## src/rtl/pmod_ad1_pkg.sv

```systemverilog
// Shared types and frame constants for the PmodAD1 (dual AD7476A) sequencer.
package pmod_ad1_pkg;

    typedef enum logic [1:0] {
        IDLE  = 2'd0,
        CONV  = 2'd1,
        DONE  = 2'd2,
        QUIET = 2'd3
    } state_t;

    localparam int unsigned ADC_BITS   = 12;
    localparam int unsigned LEAD_ZEROS = 4;
    localparam int unsigned FRAME_BITS = LEAD_ZEROS + ADC_BITS;

endpackage

```

## src/rtl/pmod_ad1_ctrl_tick_gen.sv

```systemverilog
// Sample-rate timer: free-runs 0..DIV-1 while enabled, held at zero otherwise,
// and flags the terminal count for exactly one cycle.
module tick_gen #(
    parameter int unsigned DIV = 2500
) (
    input  logic clk,
    input  logic rst_n,
    input  logic en_i,
    output logic tick_o
);

    localparam int unsigned CNT_W = (DIV > 1) ? $clog2(DIV) : 1;

    logic [CNT_W-1:0] cnt;
    logic             at_end;

    assign at_end = (cnt == CNT_W'(DIV - 1));
    assign tick_o = en_i && at_end;

    always_ff @(posedge clk or negedge rst_n) begin
        if (!rst_n) begin
            cnt <= '0;
        end else if (!en_i || at_end) begin
            cnt <= '0;
        end else begin
            cnt <= cnt + CNT_W'(1);
        end
    end

endmodule

```

## src/rtl/pmod_ad1_ctrl.sv

```systemverilog
// Conversion sequencer for the dual-channel PmodAD1: paces frames, generates
// CS/SCLK and captures both 12-bit samples with a one-cycle valid strobe.
module pmod_ad1_ctrl
    import pmod_ad1_pkg::*;
#(
    parameter int unsigned CLK_DIV     = 3,
    parameter int unsigned SAMPLE_DIV  = 2500,
    parameter int unsigned CS_HIGH_MIN = 5
) (
    input  logic                clk,
    input  logic                rst_n,
    input  logic                en_i,
    input  logic                trig_i,
    input  logic                adc_d0_i,
    input  logic                adc_d1_i,
    output logic                adc_cs_n_o,
    output logic                adc_sclk_o,
    output logic [ADC_BITS-1:0] sample0_o,
    output logic [ADC_BITS-1:0] sample1_o,
    output logic                valid_o,
    output logic                busy_o,
    output logic                overrun_o
);

    localparam int unsigned EDGES  = 2 * FRAME_BITS;
    localparam int unsigned EDGE_W = $clog2(EDGES);
    localparam int unsigned HP_W   = $clog2(CLK_DIV);
    localparam int unsigned Q_W    = $clog2(CS_HIGH_MIN + 1);

    if (CLK_DIV < 2 || SAMPLE_DIV <= 32 * CLK_DIV + CS_HIGH_MIN + 2) begin : g_bad_params
        $error("pmod_ad1_ctrl: CLK_DIV must be >= 2 and SAMPLE_DIV must exceed one full frame");
    end

    state_t              state, next_state;
    logic [HP_W-1:0]     hp_cnt;
    logic [EDGE_W-1:0]   edge_cnt;
    logic [Q_W-1:0]      q_cnt;
    logic [ADC_BITS-1:0] shift0, shift1;
    logic                tick;
    logic                req;
    logic                hp_wrap;
    logic                frame_end;

    tick_gen #(
        .DIV (SAMPLE_DIV)
    ) u_tick_gen (
        .clk    (clk),
        .rst_n  (rst_n),
        .en_i   (en_i),
        .tick_o (tick)
    );

    assign req       = tick | trig_i;
    assign hp_wrap   = (hp_cnt == HP_W'(CLK_DIV - 1));
    assign frame_end = hp_wrap && (edge_cnt == EDGE_W'(EDGES - 1));

    always_ff @(posedge clk or negedge rst_n) begin
        if (!rst_n) begin
            state <= IDLE;
        end else begin
            state <= next_state;
        end
    end

    always_comb begin
        next_state = state;
        case (state)
            IDLE:    if (req) next_state = CONV;
            CONV:    if (frame_end) next_state = DONE;
            DONE:    next_state = QUIET;
            QUIET:   if (q_cnt == Q_W'(CS_HIGH_MIN - 1)) next_state = IDLE;
            default: next_state = IDLE;
        endcase
    end

    // Outputs are registered from next_state so CS and the strobes line up
    // with the state they describe rather than lagging it by a cycle.
    always_ff @(posedge clk or negedge rst_n) begin
        if (!rst_n) begin
            adc_cs_n_o <= 1'b1;
            busy_o     <= 1'b0;
            valid_o    <= 1'b0;
            sample0_o  <= '0;
            sample1_o  <= '0;
        end else begin
            adc_cs_n_o <= (next_state != CONV);
            busy_o     <= (next_state != IDLE);
            valid_o    <= (next_state == DONE);
            if (next_state == DONE) begin
                sample0_o <= shift0;
                sample1_o <= shift1;
            end
        end
    end

    // The leading zeros shift out of the top, so after all 16 falls the
    // registers hold exactly D11..D0.
    always_ff @(posedge clk or negedge rst_n) begin
        if (!rst_n) begin
            hp_cnt     <= '0;
            edge_cnt   <= '0;
            adc_sclk_o <= 1'b1;
            shift0     <= '0;
            shift1     <= '0;
        end else if (state == CONV) begin
            if (hp_wrap) begin
                hp_cnt     <= '0;
                edge_cnt   <= edge_cnt + EDGE_W'(1);
                adc_sclk_o <= ~adc_sclk_o;
                if (adc_sclk_o) begin
                    shift0 <= {shift0[ADC_BITS-2:0], adc_d0_i};
                    shift1 <= {shift1[ADC_BITS-2:0], adc_d1_i};
                end
            end else begin
                hp_cnt <= hp_cnt + HP_W'(1);
            end
        end else begin
            hp_cnt     <= '0;
            edge_cnt   <= '0;
            adc_sclk_o <= 1'b1;
        end
    end

    always_ff @(posedge clk or negedge rst_n) begin
        if (!rst_n) begin
            q_cnt <= '0;
        end else if (state == QUIET) begin
            q_cnt <= q_cnt + Q_W'(1);
        end else begin
            q_cnt <= '0;
        end
    end

    always_ff @(posedge clk or negedge rst_n) begin
        if (!rst_n) begin
            overrun_o <= 1'b0;
        end else if (!en_i) begin
            overrun_o <= 1'b0;
        end else if (req && state != IDLE) begin
            overrun_o <= 1'b1;
        end
    end

endmodule

```

## config.mk

```make
export PLATFORM = sky130hd
export DESIGN_NAME = pmod_ad1_ctrl
export DESIGN_NICKNAME = d
export VERILOG_FILES = /design/src/rtl/pmod_ad1_pkg.sv /design/src/rtl/pmod_ad1_ctrl_tick_gen.sv /design/src/rtl/pmod_ad1_ctrl.sv
export SDC_FILE = /design/constraint.sdc
export NUM_CORES = 1
export LEC_CHECK = 0
export CAP_MARGIN = 5
export CELL_PAD_IN_SITES_DETAIL_PLACEMENT = 1
export CELL_PAD_IN_SITES_GLOBAL_PLACEMENT = 2
export CORE_ASPECT_RATIO = 0.9
export CORE_MARGIN = 2
export CORE_UTILIZATION = 39
export DETAILED_ROUTE_END_ITERATION = 8
export PLACE_DENSITY_LB_ADDON = 0.1
export SYNTH_ARGS = -nofsm -noshare
export SYNTH_HDL_FRONTEND = slang
export SYNTH_SLANG_ARGS = --single-unit
```

## constraint.sdc

```tcl
create_clock -name clk -period 4.25 [get_ports clk]
set_input_delay 1.275 -clock clk [delete_from_list [all_inputs] [get_ports clk]]
set_output_delay 1.275 -clock clk [all_outputs]
set_load 0.05 [all_outputs]
```

Yosys cells after proc, flatten, opt, wreduce, memory -nomap -nowiden
Index checks and enable logic that the tools add are counted.
Cells by class
  muxes and demuxes: 14
  divide/modulo/power cells: 0
  bitwise gates (word level): 2
  $lt $le $gt $ge: 0
  add/subtract/negate cells: 4
  equal/unequal tests: 11
  shift operators: 0
  reduce and logical (&&, ||, !) cells: 9
  multiply operators: 0
Operator list (count)
  12-bit by 1-bit adder with 12-bit output, second input constant: 1
  12-bit == test, second input constant: 1
  12-bit 2-to-1 mux: 1
  2-bit 2-to-1 mux: 5
  5-bit 2-to-1 mux: 2
  2-bit == test, second input constant: 4
  2-bit case mux with 4 select lines: 1
  5-bit by 1-bit adder with 5-bit output, second input constant: 1
  5-bit == test, second input constant: 1
  1-bit 2-to-1 mux: 4
  2-bit by 1-bit != test with 1-bit output, second input constant: 2
  2-bit nonzero test: 2
  3-bit by 1-bit adder with 3-bit output, second input constant: 1
  3-bit == test, second input constant: 1
  1-bit logical AND: 3
  3-bit 2-to-1 mux: 1
  3-bit AND reduction: 1
  2-bit by 1-bit adder with 2-bit output, second input constant: 1
  2-bit by 1-bit == test with 1-bit output, second input constant: 1
  2-bit logical NOT: 1
  2-bit != test, second input constant: 1
  1-bit logical NOT: 1
  1-bit logical OR: 1
  1-bit inverter: 1
  1-bit OR: 1
Word-level totals
  memory bits (read-only): 0
  register bits after elaboration: 77
  output and inout bits: 29
  latch bits: 0
  bits in writable memories: 0
  memories: 0

Logic depth before layout (Yosys ltp)
Gate-level depths: netlist of run 1.
  word-level depth: 6
  mapped depth: 8
  depth with buffers taken out: 7

Cells and area by module
From an unflattened synthesis of run 1, not the netlist that was laid out.
Unflattened totals
  cell total of the unflattened synthesis: 224
  area total of the unflattened synthesis: 3193.1 um2
By module, submodules not included
  pmod_ad1_ctrl: instances 1, cells an instance 168, seq. area each 1629.1 um2, area an instance 2606.2 um2
  tick_gen: instances 1, cells an instance 56, seq. area each 300.3 um2, area an instance 586.8 um2

Worst setup path before layout of run 1
OpenSTA, ideal clock, no wires.
  path kind: input to register
  start point: input trig_i
  end point: register state[0]
  setup time: 145 ps
  arrival time: 1834 ps
  buffers on the path: 0
  stages on the path: 2
  slack: 2271 ps
  required time: 4105 ps
  cell sequence: a2111oi_0 -> nor3_1
Between the ends
  longest elaborated chain between the ends: 3
RTL lines
  from (decl): RTL line pmod_ad1_ctrl.sv:13  | input logic trig_i,
  1-bit OR: RTL line pmod_ad1_ctrl.sv:53  | assign req = tick | trig_i;
  2-bit 2-to-1 mux: RTL line pmod_ad1_ctrl.sv:68  | IDLE: if (req) next_state = CONV;
  2-bit case mux with 4 select lines: RTL line pmod_ad1_ctrl.sv:67  | case (state)
  named net next_state[0]: RTL line pmod_ad1_ctrl.sv:34  | state_t state, next_state;
  to (signal assigned): RTL line pmod_ad1_ctrl.sv:61  | state <= next_state;
  to (decl): RTL line pmod_ad1_ctrl.sv:34
The timed path passes the listed nets, and every way through them passes these cells.
A chain may end at the register's enable or synchronous reset.

Final worst setup path of run 1
  start point: register adc_sclk_o
  end point: output adc_sclk_o
RTL lines
  from (decl): RTL line pmod_ad1_ctrl.sv:17  | output logic adc_sclk_o,
  from (signal assigned): RTL line pmod_ad1_ctrl.sv:109  | adc_sclk_o <= ~adc_sclk_o;
No word-level cell between the ends.

==> results of run 1 <==
-- layout make-up --
class / count / area, um^2
Clock inverter: 7 / 114
Sequential cell: 77 / 1930
Inverter: 5 / 18.8
Fill cell: 838 / 3860
Multi-Input combinational cell: 184 / 1100
Clock buffer: 9 / 124
Tap cell: 96 / 120
Timing Repair Buffer: 37 / 360
-- flip-flops by register name (all words and copies together) (netlist names), 2 cells and up --
register and count:
u_tick_gen.cnt 12, shift1 12, sample1_o 12, shift0 12, sample0_o 12, state 2, hp_cnt 2, q_cnt 3
edge_cnt 5
-- stage by stage --
step                hold slack, ns  power (mW)  std cells
floorplan                    0.423        1.19        274
global placement             0.434        1.28        399
detailed placement           0.444        1.29        399
CTS                          0.455        1.96        415
global route                 0.475        2.04        415
finish                       0.447        1.93        415
-- synthesized netlist by cell type, drive strengths merged --
library cell  instances
nand2                80
dfrtp                75
mux2                 24
nor2                 23
xnor2                10
nand3                 9
buf                   6
and3                  5
ha                    5
xor2                  5
inv                   4
nor3                  4
clkbuf                2
dfstp                 2
mux2i                 2
nand4                 2
nor2b                 2
nor4                  2
or4                   2
a2111oi               1
a211o                 1
a21oi                 1
clkinv                1
nor3b                 1
o21ai                 1
o31ai                 1
or3                   1
or3b                  1
or4b                  1
-- logic make-up (layout without fill, tap and decap cells) --
| group | Yosys count | in the layout | synth area share |
|---|---|---|---|
| AOI/OAI and AO/OA | 5 | 5 | 0.0113 |
| and+or+nand+nor | 133 | 133 | 0.187 |
| muxes | 26 | 26 | 0.0940 |
| xor gates and xnor gates | 15 | 15 | 0.0425 |
| DFF | 77 | 77 | 0.625 |
| buffers and inverters | 13 | 58 | 0.0202 |
| adders and majority gates | 5 | 5 | 0.0203 |
-- power by group through the flow --
stage               logic [mW]  registers (mW)  clock network, mW
finish                   0.315           0.959              0.657
global route             0.349           0.979              0.708
floorplan                0.216           0.976                  0
detailed placement       0.320           0.972                  0
global placement         0.308           0.968                  0
CTS                      0.323           0.960              0.681
-- worst paths after layout --
check / slack (ns) / depth (start not counted) / startpoint / endpoint
worst min-delay path: 0.45 / 1 / hp_cnt[0]$_DFF_PN0_ / hp_cnt[0]$_DFF_PN0_
worst min register to register: 0.45 / 1 / hp_cnt[0]$_DFF_PN0_ / hp_cnt[0]$_DFF_PN0_
worst max-delay path: 1.27 / 1 / adc_sclk_o$_DFFE_PN1P_ / adc_sclk_o
worst max register to register: 2.08 / 7 / edge_cnt[0]$_DFFE_PN0P_ / sample1_o[10]$_DFFE_PN0N_
max in group asynchronous: 2.52 / 1 / rst_n / overrun_o$_DFFE_PN0P_
min in group asynchronous: 1.05 / 1 / rst_n / u_tick_gen.cnt[6]$_DFF_PN0_
-- metal layers --
| metal | GRT usage | wire [um] |
|---|---|---|
| met5 | 0 | 0 |
| met4 | 0.0568 | 103 |
| met3 | 0.0434 | 230 |
| met2 | 0.246 | 2760 |
| met1 | 0.191 | 2860 |
==> run summary, run 1 <==
The run finished with clean final reports. The cell area power density works out to 513 mW/mm^2. After clock tree synthesis, the clock-pin slew on the worst setup and hold paths is 0.08 ns. The critical path required time came out at 2.97 ns. The fraction of power spent switching nets is 0.266, and the largest stage delay on the critical path is 0.81 ns. Dividing the detail-routed wire length by the instance count gives 14.3 um. The top-level I/O count is 35, and the core utilization of the finished layout is 0.494.

The tree is rooted in a clkbuf_8. In this design, the largest share of critical-path delay is due to buffers and inverters. Once detail routing completed, the nets flagged for antenna violations numbered 0.

The tools report the clock share of power as 0.340. Setup repair after global routing left no endpoint under its margin. Leaving out fill and tap cells, the most frequent cell in the layout is nand2_1. The worst path in the final design needs a cycle of 2.98 ns, including I/O delays and setup. The maximum number of pins on one net before global-route repair is 78. The sequential-to-total area share from yosys stat is 0.625, and the die area is 0.00865 mm^2. The worst setup path is captured at an output pin.

The horizontal extent of the die is 97.8 um. The tools report the largest clock skew in the final design as 0.00913 ns. At the worst endpoint, the arrival time is 1.71 ns. The number of distinct library cells after synthesis was 33; the setup-violating endpoint count in the final report was 0. The diode insertion count for antenna repair was 0. By area the synthesized netlist is led by dfrtp_1 (61%), nand2_1 (9.6%), mux2_2 (8.7%), xnor2_1 (2.8%), nor2_1 (2.8%). The standard cell core area was 0.00762 mm^2. The DRC violation count after routing is 0, and the synthesized instance count is 274.

Detailed placement ended at an HPWL of 3780 um. The worst-margin pin slew works out to 0.984 ns. Total detailed-routing wirelength: 5950 um.

The top cell types in the final layout, fill and taps aside, are nand2_1 (79), dfrtp_1 (75), clkdlybuf4s50_1 (33). Traced cell by cell, the critical path runs through clkdlybuf4s50_1. The switching component of the power was 0.514 mW; the average instance area after synthesis was 11.3 um^2.

Across all setup checks in the final design, the least slack found is 1.27 ns. The first routing iteration left 79 violations. In this run the static leakage power is 1.82 nW. The number of buffers between clock root and the deepest sink was 2; the sum of negative setup slack was 0 ns. The count of buffers added on input and output ports is 34.

The logs give 285 for the synthesized net count and 0 for the total setup buffers inserted after CTS. Cell type of the slowest stage on the worst timing path: clkdlybuf4s50_1. The count of vias placed by the detailed router is 2059. The type of the most critical hold path is reg -> reg. The largest total area in the synthesized netlist belongs to dfrtp_1. The logs give 0.405 for the starting utilization of the core area and 0.496 for the sequential share of power.

The global router's overall resource usage is 0.150, and the number of resized instances in the post-cts repair step is 0. The run gives 0 as the initial antenna violation count. The area share of the largest cell type after synthesis is 0.608.

The final clock period utilization by the worst path was 0.702. The pre-CTS setup slack was 1.59 ns; the number of global-route vias before repair was 2185. For the number of endpoints with negative hold slack in the final report, the log shows 0. The tools report the total CTS buffers as 9.

The number of max-slew violations in the final report was 0; the relative area change from synthesis to final layout was 21.8%. Dividing the detail-routed via count by the number of cells gives 4.96. The placed instances occupy a cell area of 0.00353 mm^2. Yosys printed 0 warnings. The initialized floorplan defines 30 standard-cell rows.

The tools report the number of hold buffers added after CTS as 0. The tools report the worst slew margin relative to its limit as 0.344. The number of buffers and inverters on the critical path is 1.

The synthesized netlist occupies a cell area of 0.00309 mm^2. The first-pass iteration count of the detailed router is 4, and the share of cells above drive strength 1 is 0.163. After routing the design area is 0.00376 mm^2. From bottom edge to top edge, the die measures 88.4 um. Across the VDD grid, the largest voltage drop is 290 uV.

The routability congestion estimate from global placement is 0.757, and the leftover overflow at the end of global routing is 0. TritonCTS built the clock tree. Category of the critical setup timing path: reg -> out. The synthesized design contains 77 register bits.

The run gives 335 MHz as the maximum frequency from static timing analysis. The run gives 77 as the CTS sink count. Kind of start point of the critical path: a flip-flop. The tool flagged a number of max-cap violations equal to 0. Of all nets on the critical path, the largest fanout is 3.

The global-route wire length before repair was 10200 um; the total internal power was 1.42 mW. The clock reaches the later pin of the worst-skew pair after 0.35 ns. The final layout contains 325 nets.

The run gives 0.163 as the combinational group share of total power. The H-tree generated during clock tree synthesis spans 3 levels.
No activity file was read; power rests on OpenSTA's default activity.
==> run 2, diff against run 1 <==
Settings changed: CORE_UTILIZATION 39 to 33.
Clock period 4.25 ns to 2.44 ns, I/O delays scaled along.
==> run summary, run 2 (synthesis gave the netlist of run 1 again) <==
The flow ran to the end, and the final reports show no timing, DRC or antenna violations. The count of maximum capacitance violations was 0 (unchanged). Most frequent standard cell in the layout excluding fill and tap cells: nand2_1.

Number of buffers and inverters on the critical path: 1 (unchanged). The horizontal extent of the die is 106 um (+8.4%), and the maximum fanout along the worst path is 2 (-1). The run gives 0.175 ns (-1.09 ns) as the setup slack of the critical path after layout.

Average routed wire per standard cell: 13.6 um (-5.3%). The cell sitting at the root of the clock tree is a clkbuf_8. TritonCTS built the clock tree.

For the top-level I/O count, the log shows 35 (unchanged). The share of cells above drive strength 1 is 0.176 (+0.0135), and the number of H-tree levels is 3 (unchanged). Among cell families on the critical path, the largest total delay comes from buffers and inverters.

The logs give 46 (-42%) for the initial detailed-routing violation count and 0 (unchanged) for the number of endpoints with negative hold slack in the final report. The die area was 0.0102 mm^2 (+17%); the register clock-pin slew on the reported worst setup and hold paths was 0.08 ns (about the same). Depth of the worst register-to-register path: 4 (-3). The CTS sink count was 77 (unchanged); the number of cells in the finished layout apart from fillers was 445 (+7.2%).

The HPWL after detailed placement is 4070 um (+7.6%). The endpoint kind of the worst setup timing path was an output pin. Die outline height: 95.8 um (+8.3%).

The cell area power density is 852 mW/mm^2 (+66%), and the DRC violation count after routing is 0 (unchanged). The logs give 0.00360 mm^2 (+2.0%) for the placed standard-cell area and 2041 (-0.87%) for the count of vias placed by the detailed router. The tools report the area occupied by multi-input gates as 0.00110 mm^2 (unchanged).

The tools report the global-route wire length before repair as 10800 um (+5.6%). The static leakage is 1.82 nW (+0.20%), and the initial antenna violation count is 0 (unchanged). Traced cell by cell, the critical path runs through clkdlybuf4s50_1. Derived from the worst setup path, the maximum achievable clock frequency is 441 MHz. Compared with the post-synthesis result, the final layout area differs by 23.4%.

The net total in the final layout came out at 329 (+1.2%). The run gives 0 (unchanged) as the count of antenna-violating nets left after detailed routing. The worst slew margin relative to its limit was 0.615 (+0.271); the critical path required time was 1.71 ns (-1.26 ns).

Final critical-path required period: 2.27 ns. The clock insertion delay at the later pin of the skew report came out at 0.34 ns (about the same). The first-pass iteration count of the detailed router was 3 (-1).

The path class of the tightest hold or removal check is in -> async. The maximum number of pins on one net before global-route repair came out at 38 (-51%). Number of cells after detailed placement: 429 (+7.5%). The worst setup path is of the reg -> out kind. The maximum resistive drop on vdd is 607 uV (+110%). The logs give 0.418 (-0.0763) for the core utilization of the finished layout and 1021 (+22%) for the layout filler cell count. The tools report the number of global-route vias before repair as 2210 (+1.1%).

Via density per instance: 4.59 (-7.6%). For the standard cell core area, the log shows 0.00913 mm^2 (+20%). For the number of resized instances in the post-cts repair step, the log shows 0 (unchanged).

The largest clock skew in the final design is 0.0104 ns (+0.00132 ns), and the number of port buffers is 34 (unchanged). The logs give 0 (unchanged) for the total setup buffers inserted after CTS and 1.53 ns (-0.18 ns) for the critical path arrival. The finished layout cell area was 0.00381 mm^2 (+1.3%). The leftover overflow at the end of global routing is 0 (unchanged). The diode insertion count for antenna repair came out at 0 (unchanged).

Setup repair after global routing left no endpoint under its margin. The logs give 6050 um (+1.6%) for the total detailed-routing wirelength and 2 (unchanged) for the number of buffers between clock root and the deepest sink. The final clock period utilization by the worst path was 0.928. The total power consumption of the routed design is 3.25 mW (+68%), and the pre-CTS setup slack is 0.383 ns (-1.21 ns).

The tools report the total CTS buffers as 9 (unchanged). The kind of start point of the critical path is a flip-flop. The setup-violating endpoint count in the final report was 0 (unchanged).

The number of max-slew violations in the final report was 0 (unchanged); the largest stage delay on the critical path was 0.81 ns (about the same). Sequential standard cell area: 0.00193 mm^2 (unchanged). In the layout the commonest cells are nand2_1 (79), dfrtp_1 (75), clkdlybuf4s50_1 (31).

The cell type of the slowest stage on the worst timing path was clkdlybuf4s50_1. Global router's overall resource usage: 0.138 (-0.0116). The number of cells on the critical path is 1 (unchanged), and the starting utilization of the core area is 0.339 (-0.0669). For the routability congestion estimate from global placement, the log shows 0.702 (-7.2%). The worst-margin pin slew is 0.563 ns (-0.421 ns), and the final-layout worst hold slack is 0.349 ns (-0.0985 ns). The logs give 33 (+10%) for the count of standard-cell rows and 0 ns (unchanged) for the sum of negative setup slack. The number of hold buffers added after CTS came out at 0 (unchanged).
-- run 2: cell types whose count changed in the layout (fill, tap and decap cells not counted) --
| cell | previous run | this run |
|---|---|---|
| buf_4 | 4 | 9 |
| clkdlybuf4s50_1 | 33 | 31 |
| buf_12 | 0 | 1 |
| clkinv_2 | 3 | 1 |
| clkinvlp_4 | 0 | 3 |
| bufinv_16 | 3 | 2 |
| clkinv_4 | 1 | 0 |
| clkbuf_1 | 0 | 1 |
-- run 2: area by class of cell --
type,count,share of cell area
Clock buffer,10,0.0335
Timing Repair Buffer,41,0.104
Clock inverter,6,0.0230
Inverter,5,0.00492
Sequential cell,77,0.506
Tap cell,122,0.0401
Multi-Input combinational cell,184,0.288
-- run 2: report_power, final --
group          switching, mW  internal [mW]
logic                  0.255          0.289
clock network          0.463          0.574
registers              0.163           1.51
total                  0.881           2.37
-- run 2: worst paths after layout --
path	from	to	slack [ns]
max	sample0_o[9]$_DFFE_PN0N_	sample0_o[9]	0.17
min	rst_n	u_tick_gen.cnt[7]$_DFF_PN0_	0.35
max reg2reg	u_tick_gen.cnt[5]$_DFF_PN0_	u_tick_gen.cnt[4]$_DFF_PN0_	0.53
min reg2reg	hp_cnt[0]$_DFF_PN0_	hp_cnt[0]$_DFF_PN0_	0.45
max in group asynchronous	rst_n	adc_cs_n_o$_DFF_PN1_	1.49
min in group clk	hp_cnt[0]$_DFF_PN0_	hp_cnt[0]$_DFF_PN0_	0.45
-- run 2: layer usage --
metal  share of wire  track usage  vias to the layer above
li1                -            -                      986
met1            0.51        0.179                     1024
met2            0.45        0.226                       27
met3           0.032       0.0433                        4
met4          0.0079       0.0362                        0
met5               0            0                        -
==> run 3, diff against run 2 <==
Settings changed: CORE_MARGIN 2 to 4, CTS_CLUSTER_DIAMETER from default to 80, SETUP_SLACK_MARGIN from default to 0.15.
==> run summary, run 3 (synthesis gave the netlist of run 1 again) <==
The run finished with clean final reports. Final clock period utilization by the worst path: 0.915 (-0.0133). Number of cells after detailed placement: 427 (-0.47%).

Routability congestion estimate from global placement: 0.708 (+0.84%). The total internal power was 2.19 mW (-7.6%); the die outline height was 99.8 um (+4.2%). The maximum frequency from static timing analysis came out at 448 MHz (+1.5%). The clock share of power came out at 0.284 (-0.035). The library cells used most frequently in the layout, excluding fill and tap cells, are nand2_1 (79), dfrtp_1 (75), mux2_2 (24).

The tools report the count of vias placed by the detailed router as 2023 (-0.88%). The library cell used most frequently in the layout, excluding fill and tap cells, is nand2_1. The worst slew margin relative to its limit came out at 0.630 (+0.0153).

The logs give 2285 (+3.4%) for the number of global-route vias before repair and 0 (unchanged) for the total setup buffers inserted after CTS. The tools report the setup-violating endpoint count in the final report as 0 (unchanged). The initial detailed-routing violation count is 45 (-2.2%), and the number of max-slew violations in the final report is 0 (unchanged). The tools report the clock tree root driver cell as clkbuf_8.

The tools report the DRC violation count after routing as 0 (unchanged). Setup repair after global routing left no endpoint under its margin. The total detailed-routing wirelength is 6150 um (+1.7%), and the leftover overflow at the end of global routing is 0 (unchanged).

The total power consumption of the routed design came out at 3.09 mW (-4.9%). The HPWL after detailed placement was 4040 um (-0.70%). The horizontal extent of the die works out to 110 um (+3.8%).

The cell area power density came out at 810 mW/mm^2 (-5.0%). The tools report the number of buffers between clock root and the deepest sink as 2 (unchanged). TritonCTS built the clock tree.

For the starting utilization of the core area, the log shows 0.339 (unchanged). The number of buffers and inverters on the critical path was 1 (unchanged); the final critical-path required period was 2.23 ns (-0.0324 ns). For this design, the slowest cell found on the critical path is clkdlybuf4s50_1. The run gives 77 (unchanged) as the CTS sink count.

For the number of cells in the finished layout apart from fillers, the log shows 443 (-0.45%). The worst setup path is captured at an output pin. For the standard cell core area, the log shows 0.00913 mm^2 (unchanged). The worst-margin pin slew was 0.540 ns (-0.0224 ns). The sequential share of power was 0.539 (+0.026).

The share of cells above drive strength 1 was 0.171 (-0.00513). The sum of negative setup slack is 0 ns (unchanged). The global-route wire length before repair is 10900 um (+1.4%). The via density per instance works out to 4.57 (-0.43%).

The logs give 0.00966 ns (-0.000782 ns) for the largest clock skew in the final design and 3 (unchanged) for the number of H-tree levels. For the first-pass iteration count of the detailed router, the log shows 4 (+1). Among cell families on the critical path, the largest total delay comes from buffers and inverters.

The clock insertion delay at the later pin of the skew report came out at 0.35 ns (about the same). The logs give 0.128 (-0.00981) for the global router's overall resource usage and 0.0110 mm^2 (+8.1%) for the die area. The count of maximum capacitance violations is 0 (unchanged), and the net total in the final layout is 327 (-0.61%). The tools report the final-layout worst hold slack as 0.301 ns (-0.0480 ns).

The number of endpoints with negative hold slack in the final report was 0 (unchanged). Critical path arrival: 1.50 ns (-0.03 ns). The maximum fanout along the worst path is 2 (unchanged). The total CTS buffers came out at 9 (unchanged). Critical path required time: 1.71 ns (about the same). The number of port buffers was 34 (unchanged); the maximum number of pins on one net before global-route repair was 50 (+32%). Diode insertion count for antenna repair: 0 (unchanged). The static leakage is 2.15 nW (+18%).

The min-delay analysis places its worst path in the category in -> async. The switching component of the power came out at 0.903 mW (+2.6%). The average routed wire per standard cell works out to 13.9 um (+2.1%). For the count of antenna-violating nets left after detailed routing, the log shows 0 (unchanged).

The initial antenna violation count came out at 0 (unchanged). The relative area change from synthesis to final layout was 23.5% (about the same); the fraction of power spent switching nets was 0.292 (+0.0212). The tools report the count of standard-cell rows as 33 (unchanged).

Traced cell by cell, the critical path runs through clkdlybuf4s50_1. STA classifies the critical path startpoint as a flip-flop. The worst setup path is of the reg -> out kind.

The maximum resistive drop on vdd came out at 335 uV (-45%). Register clock-pin slew on the reported worst setup and hold paths: 0.08 ns (about the same). The run gives 0.177 (+0.010) as the combinational group share of total power.

The logs give 0 (unchanged) for the number of hold buffers added after CTS and 35 (unchanged) for the top-level I/O count. The largest stage delay on the critical path was 0.80 ns (about the same).
## run 3: per-layer routing
| metal | vias to the layer above | part of all wire | global-route usage |
|---|---|---|---|
| li1 | 976 | - | - |
| met1 | 1010 | 0.47 | 0.165 |
| met2 | 27 | 0.48 | 0.201 |
| met3 | 10 | 0.032 | 0.0367 |
| met4 | 0 | 0.018 | 0.0547 |
| met5 | - | 0 | 0 |
## run 3: worst register-to-register path, stage by stage (launching register included)
cell and delay (ns):
dfrtp_1 0.43, or4_1 0.54, or4_4 0.51, nand2_2 0.23, nor2_1 0.09
## run 3: power groups by stage
stage	logic [mW]	clock network (mW)	registers, mW
global placement	0.544	0	1.69
finish	0.547	0.878	1.67
global route	0.620	0.979	1.70
detailed placement	0.562	0	1.69
floorplan	0.377	0	1.70
CTS	0.563	0.928	1.67
## run 3: layout make-up
| cell class | count | area [um^2] |
|---|---|---|
| multi-input cells | 184 | 1100 |
| flip-flops and latches | 77 | 1930 |
| fillers | 1026 | 5310 |
| inverters | 5 | 18.8 |
| clock buffers | 10 | 138 |
| repair buffers | 39 | 440 |
| well taps | 122 | 153 |
| clock inverters | 6 | 38.8 |
## run 3: worst paths after layout
check | startpoint | to | slack [ns] | depth (start not counted)
min reg2reg | hp_cnt[1]$_DFF_PN0_ | hp_cnt[1]$_DFF_PN0_ | 0.45 | 1
min in group clk | hp_cnt[1]$_DFF_PN0_ | hp_cnt[1]$_DFF_PN0_ | 0.45 | 1
max in group asynchronous | rst_n | sample0_o[4]$_DFFE_PN0N_ | 1.54 | 2
max | sample0_o[5]$_DFFE_PN0N_ | sample0_o[5] | 0.21 | 1
max reg2reg | u_tick_gen.cnt[5]$_DFF_PN0_ | u_tick_gen.cnt[11]$_DFF_PN0_ | 0.53 | 4
min | rst_n | u_tick_gen.cnt[1]$_DFF_PN0_ | 0.30 | 1
## run 3: stage by stage
step                area [um^2]   util  worst slack [ns]
floorplan                  3090      -             0.678
global placement           3600  0.394             0.403
detailed placement         3600  0.394             0.373
CTS                        3770  0.413             0.152
global route               3810  0.418             0.151
finish                     3810  0.418             0.207
## run 3: what timing repair did
item	in CTS	in global routing
resized for setup	2	18
pin swaps	0	0
setup endpoints to repair	2	18
